**src/rtl/rf_host_arb.sv**
```systemverilog
// rf_host_arb: shares the register-file / memory-manager ports between the
// CPU pipeline and a host/debug port. The CPU owns the ports by default. A
// host access stalls the CPU, drains one cycle, performs a single byte read or
// write through the normal memory-manager path, then hands the ports back. A
// gap counter then holds off further host grants so the CPU can make progress.
module rf_host_arb #(
    parameter int CPU_GAP = 4,
    parameter int GAP_W   = 3
) (
    input  logic       clk,
    input  logic       rst,
    input  logic       cpu_wr_en,
    input  logic [7:0] cpu_wr_addr,
    input  logic [7:0] cpu_din,
    input  logic [7:0] cpu_rd_addr,
    output logic       cpu_stall,
    input  logic       host_req,
    input  logic       host_we,
    input  logic [7:0] host_addr,
    input  logic [7:0] host_wdata,
    output logic [7:0] host_rdata,
    output logic       host_ack,
    output logic       mm_wr_en,
    output logic [7:0] mm_wr_addr,
    output logic [7:0] mm_din,
    output logic [7:0] mm_rd_addr,
    input  logic [7:0] mm_dout
);

    typedef enum logic [2:0] {
        IDLE    = 3'd0,
        DRAIN   = 3'd1,
        ACCESS  = 3'd2,
        CAPTURE = 3'd3,
        DONE    = 3'd4
    } state_t;

    localparam logic [GAP_W-1:0] GAP_INIT = GAP_W'(CPU_GAP);

    state_t           state, state_nxt;
    logic             lat_we;
    logic [7:0]       lat_addr;
    logic [7:0]       lat_wdata;
    logic [GAP_W-1:0] gap_cnt;
    logic             grant;
    logic             wr_en_raw;

    // A host request is only accepted from IDLE once the CPU gap has elapsed.
    assign grant = (state == IDLE) && host_req && (gap_cnt == '0);

    // State, latched host request, gap counter and captured read data.
    always_ff @(posedge clk) begin
        if (rst) begin
            state      <= IDLE;
            lat_we     <= 1'b0;
            lat_addr   <= 8'h00;
            lat_wdata  <= 8'h00;
            gap_cnt    <= '0;
            host_rdata <= 8'h00;
        end else begin
            state <= state_nxt;
            // Host fields are sampled only at grant; the host may change them later.
            if (grant) begin
                lat_we    <= host_we;
                lat_addr  <= host_addr;
                lat_wdata <= host_wdata;
            end
            if (state == DONE)
                gap_cnt <= GAP_INIT;
            else if (state == IDLE && gap_cnt != '0)
                gap_cnt <= gap_cnt - 1'b1;
            // mm_dout now reflects the latched address presented in ACCESS.
            if (state == CAPTURE)
                host_rdata <= mm_dout;
        end
    end

    // Next-state and port steering; the CPU path is the default everywhere.
    always_comb begin
        state_nxt  = state;
        cpu_stall  = 1'b1;
        host_ack   = 1'b0;
        wr_en_raw  = 1'b0;
        mm_wr_addr = cpu_wr_addr;
        mm_din     = cpu_din;
        mm_rd_addr = cpu_rd_addr;
        case (state)
            IDLE: begin
                cpu_stall = 1'b0;
                wr_en_raw = cpu_wr_en;  // CPU write in the grant cycle still lands
                if (grant)
                    state_nxt = DRAIN;
            end
            DRAIN: begin
                // Quiet cycle so the memory manager's write bypass settles.
                state_nxt = ACCESS;
            end
            ACCESS: begin
                mm_rd_addr = lat_addr;
                if (lat_we) begin
                    wr_en_raw  = 1'b1;
                    mm_wr_addr = lat_addr;
                    mm_din     = lat_wdata;
                    state_nxt  = DONE;
                end else begin
                    state_nxt  = CAPTURE;
                end
            end
            CAPTURE: begin
                mm_rd_addr = lat_addr;
                state_nxt  = DONE;
            end
            DONE: begin
                host_ack  = 1'b1;
                state_nxt = IDLE;
            end
            default: begin
                state_nxt = IDLE;
            end
        endcase
    end

    // A reset cycle never writes, even if it coincides with a host ACCESS.
    assign mm_wr_en = wr_en_raw & ~rst;

endmodule

```
**config.mk**
```make
export PLATFORM = sky130hd
export DESIGN_NAME = rf_host_arb
export DESIGN_NICKNAME = d
export VERILOG_FILES = /design/src/rtl/rf_host_arb.sv
export SDC_FILE = /design/constraint.sdc
export NUM_CORES = 1
export LEC_CHECK = 0
export ABC_CLOCK_PERIOD_IN_PS = 3620
export BUFFER_PORTS_ARGS = -buffer_cell sky130_fd_sc_hd__buf_2
export CAP_MARGIN = 20
export CORE_UTILIZATION = 32
export CTS_CLUSTER_SIZE = 10
export DETAILED_ROUTE_END_ITERATION = 10
export PLACE_DENSITY_LB_ADDON = 0.2
export SLEW_MARGIN = 10
export SYNTH_ARGS = -nofsm -noshare
export SYNTH_HDL_FRONTEND = slang
export SYNTH_SLANG_ARGS = --single-unit
```
**constraint.sdc**
```tcl
create_clock -name clk -period 3.62 [get_ports clk]
set_input_delay 0.543 -clock clk [delete_from_list [all_inputs] [get_ports clk]]
set_output_delay 0.543 -clock clk [all_outputs]
set_load 0.01 [all_outputs]
```
After elaboration in Yosys (flattened, before gate mapping)
Cells that the tools add are included.

word-level totals
  register bits after elaboration = 31
  logic and storage cells = 38
  bits of input ports = 53
  memories kept = 0
  ROM bits = 0
  output and inout port bits = 35
  RAM bits = 0
  latch bits = 0

cells by class
  reductions and logical operators = 9
  shift-type cells = 0
  mux-type cells = 14
  divide/modulo/power cells = 0
  order comparisons = 0
  equal/unequal tests = 5
  add/sub/neg operators = 1
  bitwise operators = 2
  $mul = 0

operators by type and width
  kind                   number
  $mux W8                5
  $mux W3                4
  $pmux W3 S4            1
  $eq A3 B2 Y1 const B   2
  $logic_not A3 Y1       2
  $reduce_or A2 Y1       2
  $eq A3 B1 Y1 const B   1
  $eq A3 B3 Y1 const B   1
  $logic_and A1 B1 Y1    3
  $mux W1                3
  $reduce_bool A3 Y1     1
  $sub A3 B1 Y3 const B  1
  $ne A2 B2 Y1 const B   1
  $pmux W1 S2            1
  $reduce_bool A2 Y1     1
  $and A1 B1 Y1          1
  $not A1 Y1             1

Depth between registers and ports, before layout
  depth in word-level cells = 5
  mapped depth = 7
  depth with buffers taken out = 5

Worst setup path after synthesis
OpenSTA, ideal clock, no wires.

  kind = register -> output
  from = register state[1]
  to = output port mm_din[0]
  cell stages (with the launch flop) = 7
  arrival = 1.466 ns
  path buffers = 3
  setup slack = 1.611 ns
  cells stage by stage = dfxtp_1 buf_6 nand2b_4 buf_6 nor3b_4 buf_8 mux2_4

on the way
  word-level cells in the longest chain between the ends = 2

ends and longest elaborated chain
  what                    RTL line  source
  start, declared         40        state_t state, state_nxt;
  start signal, assigned  61        state <= state_nxt;
  $eq A3 B2 Y1            87        case (state)
  $mux W8                 87
  end, declared           25        output logic [7:0] mm_din,

Every way passes these cells.

Final worst setup path
  from = register state[1]
  to = output port mm_wr_addr[0]

on the way
  word-level cells in the longest chain between the ends = 2

ends and longest elaborated chain
  what           RTL line  source
  $eq A3 B2 Y1   87
  $mux W8        87
  end, declared  24        output logic [7:0] mm_wr_addr,

Every way passes these cells.

==> metrics.md <==
| Metric | Value |
|---|---|
| Status | `completed` |
| Final hold slack | `0.470 ns` |
| Compound-gate portion of the synthesized area | `0.0249` |
| Worst rel slew slack | `0.485` |
| Final standard cell utilization of the core | `0.438` |
| Summed negative setup slack over all endpoints | `0 ns` |
| Initial antenna violation count | `0` |
| Residual DRC | `0` |
| Share of cells above drive strength 1 | `0.480` |
| Simple-gate portion of the synthesized area | `0.216` |
| Hold violation count in the final report | `0` |
| Most used cells in the layout excluding fill and tap cells | `87 x buf_2, 34 x nand2b_1, 31 x dfxtp_1` |
| Maximum operating frequency | `0.388 GHz` |
| Distinct cell type count of the synthesized netlist | `28` |
| Setup Crit Path Kind | `flip-flop to output pin` |
| Worst Slack Setup Final | `1.04 ns` |
| Buffer levels on the longest clock path | `2` |
| Cell Area, Synth | `1760 sq um` |
| Post-CTS Hold Fix Bufs | `0` |
| Crit path time final | `2.58 ns` |
| Layout overhead on the synthesized area | `29.9%` |
| Most common library cell in the layout ignoring fill and taps | `buf_2` |
| Number of violations of the max-capacitance limit | `0` |
| Detailed route wirelength on metal2 | `1.81 mm` |
| Peak supply drop | `247 uV` |
| Arrival time at the worst endpoint | `2.04 ns` |
| Post-synthesis xor/xnor area fraction | `0` |
| Initial standard-cell utilization of the core | `0.338` |
| Topmost layer with routed signal wires | `met4` |
| Data required time at the worst endpoint | `3.08 ns` |
| Final count of negative-setup-slack endpoints | `0` |
| Yosys warning count | `0` |
| Minimum setup slack after placement | `1.34 ns` |
| Power, Total | `1.33 mW` |
| CTS tree | `done` |
| Die outline area | `5790 sq um` |
| Number of nets in the finished design | `308` |
| Startpoint Class | `flip-flop` |
| Met1 wire length | `1.71 mm` |
| Clock slew seen by the registers of the worst setup and hold paths | `0.06 ns` |
| Largest family of logic cells by synthesized area | `multiplexers` |
| All-Layer GR Usage | `0.140` |
| Average cell area after synthesis | `10.3 sq um` |
| Synth Instances | `170` |
| Power per Cell Area | `583 nW/um^2` |
| Total I/O pin count | `88` |
| Placed instance area | `2200 sq um` |
| Number of standard-cell rows in the floorplan | `26` |
| Leakage component of the power | `1.10 nW` |
| Post-synthesis share of cell area spent on full adders, half adders and majority gates | `0.0142` |
| Setup repair after global routing missed its margin | `false` |
| First element of the critical path | `state[1]` |
| Ant diodes | `0` |
| Number of cells upsized or downsized after cts | `0` |
| Height of the die | `76.1 um` |
| Clock latency at the later pin of the worst-skew pair | `0.28 ns` |
| Number of nets with antenna violations after routing | `0` |
| Portion of netlist area occupied by mux cells | `0.330` |
| Post-Route Skew | `0.00313 ns` |
| Crit-path cells | `nand2b_4, nor3b_4, buf_4, mux2_2, buf_2` |
| Worst min-delay path class | `flip-flop to flip-flop` |
| CTS buffer count | `5` |
| Global route total overflow | `0` |
| Final Slew Violations | `0` |
| Net count after synthesis | `225` |
| Number of cells in the finished layout apart from fillers | `324` |
| Placeable core region | `5200 sq um` |
| Worst slew pin tran | `0.773 ns` |
| CP max-delay cell | `dfxtp_1` |
| Startpoint of the worst-slack reg-to-reg timing path | `state[0]` |
| Sequential cell area fraction in the yosys report | `0.353` |
| # clock sinks | `31` |
| Hold path start | `lat_wdata[3]` |
| Hpwl dp | `2.78 mm` |
| Cell count after placement | `316` |
| Vias post-DR | `1427` |
| Pin count of the biggest net entering global routing | `50` |
| X dimension of the die | `76.1 um` |
| Clock H-tree levels | `2` |
| WL/cell | `11.7 um` |
| Kind of capture point of the worst setup path | `output pin` |
| Critical path peak fanout | `14` |
| Number of synthesized register bits | `31` |
| Total Wirelength | `3.80 mm` |
| Last weighted congestion value of the routability-driven placer | `0.770` |
| Number of global-route vias before repair | `1397` |
| Port-buffer cells | `87` |
| Post-detailed-route via-to-cell ratio | `4.40` |
| Largest stage delay on the critical path | `0.50 ns` |
| Wire length of the first global-routing pass | `6.44 mm` |
| Clock root cell | `clkbuf_8` |
| Detailed-router iteration count before antenna repair | `4` |
| Cell area after layout | `2280 sq um` |
| Period Utilization, post-route | `0.713` |
| Post-CTS setup buffer count | `0` |
| Routed length on met3 | `235 um` |
| Number of DRC markers in iteration 0 | `24` |
-- sequential cells by signal, indices dropped and copies added, names as in the netlist --
name	flops
host_rdata	8
state	3
gap_cnt	3
lat_wdata	8
lat_addr	8
lat_we	1
-- synth_stat cells, drive strengths merged --
cell type  number  share of area
clkbuf          5          0.011
or2             1         0.0036
buf             8          0.043
nand3           1         0.0028
a21oi           3         0.0085
nand2b         35           0.13
o21ai           4          0.011
or2b            1         0.0043
nor2b           1         0.0036
mux2           25           0.18
a2111oi         1         0.0050
and3            1         0.0036
inv             4         0.0085
nand3b          1         0.0043
mux2i          26           0.15
ha              2          0.014
nor3b           3          0.019
or4             2         0.0085
nor3            3         0.0085
and2            1         0.0036
nor2           10          0.021
dfxtp          31           0.35
nor4            1         0.0036
-- final timing paths --
path | endpoint | slack [ns] | cells past startpoint
hold / removal | lat_wdata[3] | 0.47 | 2
hold reg to reg | lat_wdata[3] | 0.47 | 2
setup reg to reg | lat_addr[5] | 1.54 | 4
setup / recovery | mm_wr_addr[0] | 1.04 | 5
-- power breakdown --
group | switching [mW] | total (mW) | internal (mW)
Combinational | 0.270 | 0.568 | 0.298
Clock | 0.121 | 0.255 | 0.135
Sequential | 0.0769 | 0.508 | 0.431
Total | 0.467 | 1.33 | 0.864
-- worst max-delay path, delay by kind of cell (launching register included) --
kind | cells | cell delay, ns
AND/OR/NAND/NOR | 2 | 0.45
buffers and inverters | 2 | 0.44
multiplexers | 1 | 0.36
flip-flops | 1 | 0.50
-- cells by family after synthesis --
| family | after synthesis |
|---|---|
| and+or+nand+nor | 61 |
| muxes | 51 |
| DFF | 31 |
| buffers and inverters | 17 |
| AOI/OAI and AO/OA | 8 |
| adders and majority gates | 2 |
-- metal layers --
| layer | up-vias | track usage |
|---|---|---|
| li1 | 738 | - |
| met5 | - | 0 |
| met1 | 639 | 0.161 |
| met2 | 45 | 0.236 |
| met4 | 0 | 0.0635 |
| met3 | 5 | 0.0443 |
-- cell type report --
class	instances	area, sq um
well taps	70	87.6
multi-input cells	122	1030
clock inverters	1	5.00
fillers	537	2920
flip-flops and latches	31	621
repair buffers	89	450
inverters	4	15.0
clock buffers	7	76.3
No activity file was read; power rests on OpenSTA's default activity.
